[src/rtl/fm_discriminator_if.sv]
// Sample-in / demodulated-out bundle for the FM discriminator.
// The master drives samples, the slave (the discriminator) returns results.
interface fm_discriminator_if #(
   parameter int unsigned WIDTH = 26,
   parameter int unsigned PW    = 16
);

   logic                    in_valid;
   logic signed [WIDTH-1:0] i_in;
   logic signed [WIDTH-1:0] q_in;
   logic                    ready;
   logic                    out_valid;
   logic signed [PW-1:0]    phase_out;
   logic signed [PW-1:0]    freq_out;

   modport master (
      output in_valid, i_in, q_in,
      input  ready, out_valid, phase_out, freq_out
   );

   modport slave (
      input  in_valid, i_in, q_in,
      output ready, out_valid, phase_out, freq_out
   );

endinterface

[src/rtl/fm_discriminator.sv]
// FM discriminator: a vectoring CORDIC gives atan2(q, i); consecutive phases are
// differenced modulo 2*pi to give instantaneous frequency.
module fm_discriminator #(
   parameter int unsigned WIDTH = 26,
   parameter int unsigned PW    = 16,
   parameter int unsigned ITER  = 16
) (
   input  logic              clk,
   input  logic              reset,
   fm_discriminator_if.slave dsp_io
);

   // Fractional guard bits keep shift truncation far below one phase LSB for small inputs.
   localparam int unsigned GUARD = 8;
   localparam int unsigned DW    = WIDTH + 2 + GUARD;
   localparam int unsigned KW    = $clog2(ITER);
   localparam logic [PW-1:0] Quarter = PW'(1) << (PW - 2);

   typedef enum logic [1:0] {StIdle, StPre, StIterate, StDone} state_e;

   state_e               state_q, state_d;
   logic [KW-1:0]        k_q, k_d;
   logic signed [DW-1:0] x_q, x_d;
   logic signed [DW-1:0] y_q, y_d;
   logic signed [DW-1:0] x_sh, y_sh;
   logic [PW-1:0]        z_q, z_d;
   logic                 zero_q, zero_d;
   logic [PW-1:0]        phase_q, phase_d;
   logic [PW-1:0]        freq_q, freq_d;
   logic [PW-1:0]        prev_q, prev_d;
   logic                 first_q, first_d;

   // atan(2^-k) in units of 2*pi/2^16, rescaled to PW bits.
   function automatic logic [PW-1:0] atan_lut(input logic [KW-1:0] k);
      logic [15:0] a16;
      case (int'(k))
         0:       a16 = 16'd8192;
         1:       a16 = 16'd4836;
         2:       a16 = 16'd2555;
         3:       a16 = 16'd1297;
         4:       a16 = 16'd651;
         5:       a16 = 16'd326;
         6:       a16 = 16'd163;
         7:       a16 = 16'd81;
         8:       a16 = 16'd41;
         9:       a16 = 16'd20;
         10:      a16 = 16'd10;
         11:      a16 = 16'd5;
         12:      a16 = 16'd3;
         13:      a16 = 16'd1;
         14:      a16 = 16'd1;
         default: a16 = 16'd0;
      endcase
      if (PW >= 16) begin
         return PW'(a16) << (PW - 16);
      end
      return PW'((32'(a16) + (32'd1 << (15 - PW))) >> (16 - PW));
   endfunction

   always_ff @(posedge clk) begin
      if (reset) begin
         state_q <= StIdle;
         k_q     <= '0;
         x_q     <= '0;
         y_q     <= '0;
         z_q     <= '0;
         zero_q  <= 1'b0;
         phase_q <= '0;
         freq_q  <= '0;
         prev_q  <= '0;
         first_q <= 1'b1;
      end else begin
         state_q <= state_d;
         k_q     <= k_d;
         x_q     <= x_d;
         y_q     <= y_d;
         z_q     <= z_d;
         zero_q  <= zero_d;
         phase_q <= phase_d;
         freq_q  <= freq_d;
         prev_q  <= prev_d;
         first_q <= first_d;
      end
   end

   always_comb begin
      state_d = state_q;
      unique case (state_q)
         StIdle:    if (dsp_io.in_valid) state_d = StPre;
         StPre:     state_d = StIterate;
         StIterate: if (k_q == KW'(ITER - 1)) state_d = StDone;
         StDone:    state_d = StIdle;
         default:   state_d = StIdle;
      endcase
   end

   always_comb begin
      k_d     = k_q;
      x_d     = x_q;
      y_d     = y_q;
      z_d     = z_q;
      zero_d  = zero_q;
      phase_d = phase_q;
      freq_d  = freq_q;
      prev_d  = prev_q;
      first_d = first_q;
      x_sh    = x_q >>> k_q;
      y_sh    = y_q >>> k_q;
      unique case (state_q)
         StIdle: begin
            if (dsp_io.in_valid) begin
               x_d    = {{2{dsp_io.i_in[WIDTH-1]}}, dsp_io.i_in, {GUARD{1'b0}}};
               y_d    = {{2{dsp_io.q_in[WIDTH-1]}}, dsp_io.q_in, {GUARD{1'b0}}};
               zero_d = (dsp_io.i_in == '0) && (dsp_io.q_in == '0);
               k_d    = '0;
            end
         end
         StPre: begin
            // Fold left half-plane into the right so the CORDIC converges.
            if (!x_q[DW-1]) begin
               z_d = '0;
            end else if (!y_q[DW-1]) begin
               x_d = y_q;
               y_d = -x_q;
               z_d = Quarter;
            end else begin
               x_d = -y_q;
               y_d = x_q;
               z_d = -Quarter;
            end
         end
         StIterate: begin
            if (!y_q[DW-1]) begin
               x_d = x_q + y_sh;
               y_d = y_q - x_sh;
               z_d = z_q + atan_lut(k_q);
            end else begin
               x_d = x_q - y_sh;
               y_d = y_q + x_sh;
               z_d = z_q - atan_lut(k_q);
            end
            k_d = k_q + 1'b1;
            // Results land with the last micro-rotation so they are stable during StDone.
            if (k_q == KW'(ITER - 1)) begin
               if (zero_q) begin
                  phase_d = prev_q;
                  freq_d  = '0;
               end else begin
                  phase_d = z_d;
                  freq_d  = first_q ? '0 : z_d - prev_q;
                  prev_d  = z_d;
                  first_d = 1'b0;
               end
            end
         end
         StDone: begin
         end
         default: begin
         end
      endcase
   end

   always_comb begin
      dsp_io.ready     = (state_q == StIdle);
      dsp_io.out_valid = (state_q == StDone);
      dsp_io.phase_out = phase_q;
      dsp_io.freq_out  = freq_q;
   end

endmodule

[src/flat_wrapper.sv]
// flat-port wrapper written by rule: the top's interface ports become plain ports
module fm_discriminator_flat 
#(
   parameter int unsigned WIDTH = 26,
   parameter int unsigned PW    = 16,
   parameter int unsigned ITER  = 16
)
  (clk, reset, dsp_io_in_valid, dsp_io_i_in, dsp_io_q_in, dsp_io_ready, dsp_io_out_valid, dsp_io_phase_out, dsp_io_freq_out);
  fm_discriminator_if #(.WIDTH(WIDTH), .PW(PW)) dsp_io_i ();
  input  logic clk;
  input  logic reset;
  input wire logic [$bits(dsp_io_i.in_valid)-1:0] dsp_io_in_valid;
  input wire logic [$bits(dsp_io_i.i_in)-1:0] dsp_io_i_in;
  input wire logic [$bits(dsp_io_i.q_in)-1:0] dsp_io_q_in;
  output wire logic [$bits(dsp_io_i.ready)-1:0] dsp_io_ready;
  output wire logic [$bits(dsp_io_i.out_valid)-1:0] dsp_io_out_valid;
  output wire logic [$bits(dsp_io_i.phase_out)-1:0] dsp_io_phase_out;
  output wire logic [$bits(dsp_io_i.freq_out)-1:0] dsp_io_freq_out;
  assign dsp_io_i.in_valid = dsp_io_in_valid;
  assign dsp_io_i.i_in = dsp_io_i_in;
  assign dsp_io_i.q_in = dsp_io_q_in;
  assign dsp_io_ready = dsp_io_i.ready;
  assign dsp_io_out_valid = dsp_io_i.out_valid;
  assign dsp_io_phase_out = dsp_io_i.phase_out;
  assign dsp_io_freq_out = dsp_io_i.freq_out;
  fm_discriminator #(.WIDTH(WIDTH), .PW(PW), .ITER(ITER)) u_core (.clk(clk), .reset(reset), .dsp_io(dsp_io_i));
endmodule
[config.mk]
export PLATFORM = sky130hd
export DESIGN_NAME = fm_discriminator_flat
export DESIGN_NICKNAME = d
export VERILOG_FILES = /design/src/rtl/fm_discriminator_if.sv /design/src/rtl/fm_discriminator.sv /design/src/flat_wrapper.sv
export SDC_FILE = /design/constraint.sdc
export NUM_CORES = 1
export LEC_CHECK = 0
export CAP_MARGIN = 20
export CORE_AREA = 2 2 239 241
export CTS_CLUSTER_DIAMETER = 60
export DETAILED_ROUTE_END_ITERATION = 12
export DIE_AREA = 0 0 241 243
export DONT_BUFFER_PORTS = 1
export MAX_ROUTING_LAYER = met4
export SLEW_MARGIN = 20
export SYNTH_ARGS = -nofsm -noshare
export SYNTH_HDL_FRONTEND = slang
export SYNTH_SLANG_ARGS = --single-unit
[constraint.sdc]
create_clock -name clk -period 19.6 [get_ports clk]
set_input_delay 1.96 -clock clk [delete_from_list [all_inputs] [get_ports clk]]
set_output_delay 1.96 -clock clk [all_outputs]
set_load 0.01 [all_outputs]
==> results of run 1 <==
==> critical path: stages, from the launching register on <==
cell                        delay, ns
sky130_fd_sc_hd__dfxtp_4         0.63
sky130_fd_sc_hd__buf_4           0.51
sky130_fd_sc_hd__buf_4           0.65
sky130_fd_sc_hd__mux4_2          0.40
sky130_fd_sc_hd__a2111oi_0       0.41
sky130_fd_sc_hd__o211ai_1        0.18
sky130_fd_sc_hd__a211oi_1        0.39
sky130_fd_sc_hd__and3_1          0.39
sky130_fd_sc_hd__and3b_1         0.22
sky130_fd_sc_hd__nor2b_1         0.23
sky130_fd_sc_hd__o21ai_0         0.13
sky130_fd_sc_hd__a31oi_1         0.26
sky130_fd_sc_hd__ha_1            0.27
sky130_fd_sc_hd__nand2_1         0.17
sky130_fd_sc_hd__nor3_1          0.79
sky130_fd_sc_hd__o2111a_1        0.39
sky130_fd_sc_hd__nor3_1          0.13
sky130_fd_sc_hd__o21ba_2         0.26
sky130_fd_sc_hd__o41ai_1         0.68
sky130_fd_sc_hd__o21ai_0         0.20
sky130_fd_sc_hd__a221oi_1        0.30
sky130_fd_sc_hd__o22ai_1         0.10
==> cells by family after synthesis <==
group | Yosys count | synth area share, %
simple gates | 873 | 21.46
flops | 142 | 14.62
mux | 206 | 16.17
xor+xnor | 208 | 9.441
compound gates | 729 | 24.28
buf+inv | 289 | 6.088
fa+ha+maj | 121 | 7.942
==> layout make-up <==
class	count	share of cell area (%)
antenna	1	0.01227
clock buffer	19	2.221
clock inverter	13	0.7117
inverter	81	1.491
multi-input combinational	2137	75.75
sequential	142	14.03
tap	756	4.639
timing repair buffer	31	1.141
==> per-stage QoR <==
stage	hold slack (ns)	instances	worst slack, ns	cell area (um2)	utilization [%]
floorplan	0.4319	2568	12.67	19440	-
global placement	0.4420	3147	12.29	19790	35.37
detailed placement	0.4536	3147	12.13	19790	35.37
CTS	0.4642	3179	12.08	20390	36.44
global route	0.4931	3180	11.42	20390	36.45
finish	0.4674	3180	11.71	20390	36.45
==> cells in the mapped netlist (all sizes together) (27+ instances only) <==
cell type    n
a211oi      32
a21o        34
a21oi      232
a221oi      35
a22oi       40
a31oi       34
buf         63
clkbuf     145
dfxtp      142
ha         117
inv         79
mux2        33
mux2i       91
mux4        82
nand2      208
nand3       50
nor2       291
nor2b       27
nor3        87
nor4        37
o21ai      129
xnor2      131
xor2        76
==> cells in the final DEF (no fill, tap or decap), types with 32 or more instances in the layout <==
cell	instances
sky130_fd_sc_hd__a221oi_1	35
sky130_fd_sc_hd__nor3_1	87
sky130_fd_sc_hd__mux4_2	82
sky130_fd_sc_hd__nand2_1	208
sky130_fd_sc_hd__xnor2_1	131
sky130_fd_sc_hd__a21o_1	33
sky130_fd_sc_hd__nand3_1	50
sky130_fd_sc_hd__a31oi_1	34
sky130_fd_sc_hd__mux2i_1	91
sky130_fd_sc_hd__a211oi_1	32
sky130_fd_sc_hd__a22oi_1	40
sky130_fd_sc_hd__nor2_1	290
sky130_fd_sc_hd__a21oi_1	230
sky130_fd_sc_hd__nor4_1	36
sky130_fd_sc_hd__o21ai_0	127
sky130_fd_sc_hd__inv_1	77
sky130_fd_sc_hd__dfxtp_1	137
sky130_fd_sc_hd__ha_1	115
sky130_fd_sc_hd__xor2_1	76
==> layer usage <==
metal	wire length [um]	up-vias
met5	0	-
met4	3263	0
met3	8661	205
met2	33220	1039
met1	31090	9685
li1	-	9191
==> worst paths after layout <==
kind         slack, ns  cells after the start             end
max              11.71                     21  u_core.y_q[32]
min               0.47                      2  u_core.first_q
max reg2reg      11.71                     21  u_core.y_q[32]
min reg2reg       0.47                      2  u_core.first_q
==> state kept, by name (all words and copies together) (netlist names), named ones only <==
name and cells:
u_core.x_q 36, u_core.y_q 36, u_core.dsp_io.freq_out 16, u_core.prev_q 16, u_core.z_q 16, u_core.k_q 4
u_core.state_q 2, u_core.first_q 1, u_core.zero_q 1
==> Flow_metrics.wiki, run 1 <==
{| class="wikitable"
! Metric !! Value
|-
| Number of fill cells in the layout || 5,963
|-
| Yosys top cell by area || sky130_fd_sc_hd__dfxtp_1
|-
| Global Route met3 Usage || 7.699%
|-
| Sink count of the clock tree || 142
|-
| Clock input transition at the sequential cells of the worst setup and hold paths || 0.08 ns
|-
| Mapped Nets || 2,744
|-
| Row count || 87
|-
| CP Class || flip-flop to flip-flop
|-
| Post-synthesis to final-layout area growth || 4.891%
|-
| Number of buffers on the longest clock path || 2
|-
| Storage element area || 2861 um2
|-
| Arrival time worst endpoint || 8.25 ns
|-
| Share of flip-flops with an asynchronous set or reset || 0%
|-
| Worst-path fanout max || 53
|-
| Final setup violation count || 0
|-
| Syn Std Cell Area || 19,440 um2
|-
| Final count of pins violating max slew || 0
|-
| Worst slew slack as a fraction of its limit || 24.97%
|-
| Post-layout min period || 7.893 ns
|-
| Net count, final || 2,586
|-
| Total routing resource utilization after global routing || 26.28%
|-
| Number of remaining DRC errors || 0
|-
| Number of buffers inserted to repair setup after CTS || 0
|-
| RSZ-0062 raised after global routing || false
|-
| H-tree levels || 4
|-
| Core Footprint || 55,950 um2
|-
| Distinct cells, synth || 87
|-
| Transition time at the pin with the least slew margin || 1.115 ns
|-
| Result of the run || finished, final reports clean
|-
| Number of top-level pins || 89
|-
| Avg Synthesized Cell Area || 7.571 um2
|-
| Number of buffers inserted by hold repair at cts || 0
|-
| Share of post-route cells with drive strength above 1 || 9.121%
|-
| Area share of the leading cell type in the synthesized netlist || 14.62%
|-
| TritonCTS clock tree || done
|-
| Highest clock frequency the design can meet || 126.7 MHz
|-
| Gate count after technology mapping || 2,568
|-
| Post-route clock period utilization || 40.27%
|-
| Vias per cell || 6.327
|-
| Num CTS Buffers || 17
|-
| Wirelength, routed || 76.24 mm
|-
| Final HPWL from detailed placement || 54.65 mm
|-
| Via count || 20,120
|-
| Final-report hold violation count || 0
|-
| Synth Register Bits || 142
|-
| Most used flip-flop cell after synthesis || sky130_fd_sc_hd__dfxtp_1
|-
| Accumulated negative setup slack || 0 ns
|-
| Min-delay worst type || flip-flop to flip-flop
|-
| Pin count of the biggest net entering global routing || 121
|-
| Critical Path RT || 19.96 ns
|-
| DR pass1 iterations || 6
|-
| Crit. End Element || flip-flop
|-
| Share of synthesized area occupied by flip-flops and latches || 14.62%
|-
| Count of antenna-violating nets left after detailed routing || 0
|-
| Fraction of met2 tracks used by global routing || 39.23%
|-
| Number of warnings printed during yosys synthesis || 0
|-
| Worst reg2reg path startpoint || u_core.k_q[3]
|-
| Wire length of the first global-routing pass || 115.3 mm
|-
| Number of enable flip-flop cells after synthesis || 0
|-
| Clock tree skew after final layout || 0.01625 ns
|-
| First-iteration detailed-routing DRC count || 2,166
|-
| Die span in y || 243 um
|-
| Total grt overflow || 0
|-
| Startpoint class of the critical path || flip-flop
|-
| Hold wc startpoint || u_core.first_q
|-
| Resized cells post-CTS || 0
|-
| Clock root buffer || sky130_fd_sc_hd__clkbuf_16
|-
| M1 GR Usage || 33.07%
|-
| Number of global-route vias before repair || 18,999
|-
| Chip width || 241 um
|-
| Port Buf Inserts || 0
|-
| Number of violations of the max-capacitance limit || 0
|-
| Critical path origin || u_core.k_q[3]
|-
| Number of antenna violations at the first check in global routing || 1
|-
| Clock insertion delay at the later pin of the skew report || 0.48 ns
|-
| Placer's final routability congestion estimate || 0.9882
|-
| Most congested layer reported by global routing || met2
|-
| Synth top area cells || sky130_fd_sc_hd__dfxtp_1 (15%), sky130_fd_sc_hd__mux4_2 (9.5%), sky130_fd_sc_hd__ha_1 (7.5%)
|-
| Area of the multi-input gates || 15,450 um2
|-
| Starting density of the core || 34.75%
|-
| Die ar. || 58,560 um2
|-
| Routed len/inst || 23.97 um
|}
Power of run 1 is not shown: default switching activity piles up to over one toggle a cycle in this logic, so the estimate is an artifact.
==> inputs of run 2 (changes only) <==
- clock period: 19.6 -> 7.1 ns (I/O delays scaled with it)
==> Flow_metrics.wiki, run 2 (synthesis gave the netlist of run 1 again) <==
{| class="wikitable"
! Metric !! Value
|-
| Result of the run || finished, final reports clean
|-
| Vias per cell || 6.377
|-
| Count of antenna-violating nets left after detailed routing || 0
|-
| Row count || 87
|-
| Wirelength, routed || 78.62 mm
|-
| Number of violations of the max-capacitance limit || 0
|-
| Registers with the most flip-flops || u_core.x_q (36), u_core.y_q (36)
|-
| Final count of pins violating max slew || 0
|-
| Most used cells in the layout excluding fill and tap cells || sky130_fd_sc_hd__nor2_1 (290), sky130_fd_sc_hd__a21oi_1 (230), sky130_fd_sc_hd__nand2_1 (208), sky130_fd_sc_hd__dfxtp_1 (137), sky130_fd_sc_hd__xnor2_1 (131)
|-
| Clock tree skew after final layout || 0.02799 ns
|-
| Placer's final routability congestion estimate || 1.005
|-
| Final HPWL from detailed placement || 57.31 mm
|-
| Num CTS Buffers || 17
|-
| Accumulated negative setup slack || 0 ns
|-
| Via count || 20,508
|-
| Net count, final || 2,618
|-
| Number of top-level pins || 89
|-
| Post-layout min period || 6.607 ns
|-
| Number of buffers on the longest clock path || 2
|-
| Starting density of the core || 34.75%
|-
| Clock root buffer || sky130_fd_sc_hd__clkbuf_16
|-
| Number of remaining DRC errors || 0
|-
| Die ar. || 58,560 um2
|-
| Clock insertion delay at the later pin of the skew report || 0.49 ns
|-
| Share of post-route cells with drive strength above 1 || 10.31%
|-
| Crit. End Element || flip-flop
|-
| Slack of the worst reg-to-reg path || 0.49 ns
|-
| Number of buffers inserted by hold repair at cts || 0
|-
| Total routing resource utilization after global routing || 27.23%
|-
| Worst slew slack as a fraction of its limit || 24.13%
|-
| Post-route clock period utilization || 93.06%
|-
| Clock input transition at the sequential cells of the worst setup and hold paths || 0.08 ns
|-
| Arrival time worst endpoint || 6.98 ns
|-
| Wire length of the first global-routing pass || 119.2 mm
|-
| Number of buffers inserted to repair setup after CTS || 0
|-
| Startpoint class of the critical path || flip-flop
|-
| Highest clock frequency the design can meet || 151.4 MHz
|-
| TritonCTS clock tree || done
|-
| Sink count of the clock tree || 142
|-
| Most common cell after layout, fill and taps aside || sky130_fd_sc_hd__nor2_1
|-
| Total grt overflow || 0
|-
| Core Footprint || 55,950 um2
|-
| Number of antenna violations at the first check in global routing || 4
|-
| Resized cells post-CTS || 0
|-
| Chip width || 241 um
|-
| Number of global-route vias before repair || 19,235
|-
| Port Buf Inserts || 0
|-
| Transition time at the pin with the least slew margin || 1.122 ns
|-
| Routed len/inst || 24.45 um
|-
| First-iteration detailed-routing DRC count || 2,299
|-
| Final setup violation count || 0
|-
| CP Class || flip-flop to flip-flop
|-
| RSZ-0062 raised after global routing || false
|-
| Die span in y || 243 um
|-
| Pin count of the biggest net entering global routing || 121
|-
| H-tree levels || 4
|-
| Post-synthesis to final-layout area growth || 6.488%
|-
| Critical Path RT || 7.47 ns
|-
| DR pass1 iterations || 8
|-
| Min-delay worst type || input port to flip-flop
|-
| Worst-path fanout max || 46
|-
| Final-report hold violation count || 0
|}
## run 2: cell count changes in the layout (fill, tap and decap cells not counted)
cell / before / now
sky130_fd_sc_hd__buf_4: 31 / 58
sky130_fd_sc_hd__buf_12: 0 / 4
sky130_fd_sc_hd__diode_2: 1 / 5
sky130_fd_sc_hd__inv_4: 0 / 2
sky130_fd_sc_hd__buf_8: 0 / 1
sky130_fd_sc_hd__bufinv_16: 1 / 2
sky130_fd_sc_hd__clkbuf_1: 0 / 1
sky130_fd_sc_hd__clkbuf_8: 2 / 1
sky130_fd_sc_hd__clkinv_8: 1 / 0
sky130_fd_sc_hd__inv_6: 5 / 4
sky130_fd_sc_hd__inv_8: 3 / 2
sky130_fd_sc_hd__nor4bb_1: 1 / 0
sky130_fd_sc_hd__nor4bb_2: 0 / 1
## run 2: stage by stage
step           util, %  cells  hold slack, ns  instance area (um2)  setup WS, ns
2_1_floorplan        -   2568          0.4319                19440        0.1713
3_3_place_gp     35.85   3177          0.4424                20060        0.6628
3_5_place_dp     35.85   3177          0.4442                20060        0.5547
4_1_cts          36.92   3209          0.2786                20650        0.5228
5_1_grt          36.99   3214          0.2904                20700       0.08307
6_report         37.00   3216          0.2888                20700        0.4929
## run 2: worst paths after layout
check                 startpoint        endpoint  depth (start not counted)
hold / removal             reset  u_core.x_q[31]                          1
setup reg to reg   u_core.k_q[2]  u_core.y_q[35]                         21
setup / recovery   u_core.k_q[2]  u_core.y_q[35]                         21
hold reg to reg   u_core.first_q  u_core.first_q                          2
## run 2: metal layers
layer / part of all wire (%) / vias to the layer above / global-route usage [%]
li1: - / 9264 / -
met1: 41 / 9864 / 35.17
met2: 43 / 1189 / 39.77
met3: 12 / 191 / 7.529
met4: 4.3 / 0 / 11.15
met5: 0 / - / -
## run 2: final cells by class
type | instances | area [um2]
Antenna cell | 5 | 12.51
Clock inverter | 13 | 151.4
Sequential cell | 142 | 2861
Inverter | 81 | 304.0
Timing Repair Buffer | 63 | 530.5
Fill cell | 5906 | 35250
Clock buffer | 19 | 442.9
Multi-Input combinational cell | 2137 | 15450
Tap cell | 756 | 945.9
## run 2: worst max-delay path, cell delays in order, from the launching register on
cell and delay (ns):
sky130_fd_sc_hd__dfxtp_4 0.78, sky130_fd_sc_hd__inv_2 0.25, sky130_fd_sc_hd__buf_4 0.28, sky130_fd_sc_hd__buf_4 0.27, sky130_fd_sc_hd__and2_1 0.18, sky130_fd_sc_hd__a211oi_1 0.59, sky130_fd_sc_hd__o2111ai_1 0.31, sky130_fd_sc_hd__a211oi_1 0.38
sky130_fd_sc_hd__nand3_1 0.28, sky130_fd_sc_hd__nor2_1 0.17, sky130_fd_sc_hd__nor2_1 0.06, sky130_fd_sc_hd__xor2_1 0.17, sky130_fd_sc_hd__ha_1 0.38, sky130_fd_sc_hd__and3_1 0.21, sky130_fd_sc_hd__nand3_1 0.20, sky130_fd_sc_hd__nor2_1 0.15
sky130_fd_sc_hd__a2111oi_0 0.76, sky130_fd_sc_hd__a21oi_1 0.20, sky130_fd_sc_hd__a211o_1 0.29, sky130_fd_sc_hd__o31ai_1 0.26, sky130_fd_sc_hd__xor2_1 0.20, sky130_fd_sc_hd__o22ai_1 0.08
Power of run 2 is left out for the same reason.
==> inputs of run 3 (changes only) <==
- CTS_CLUSTER_SIZE: unset -> 25
==> results of run 3 <==
No change in the layout: final DEF, timing and power equal those of run 2.
Power of run 3 is left out for the same reason.
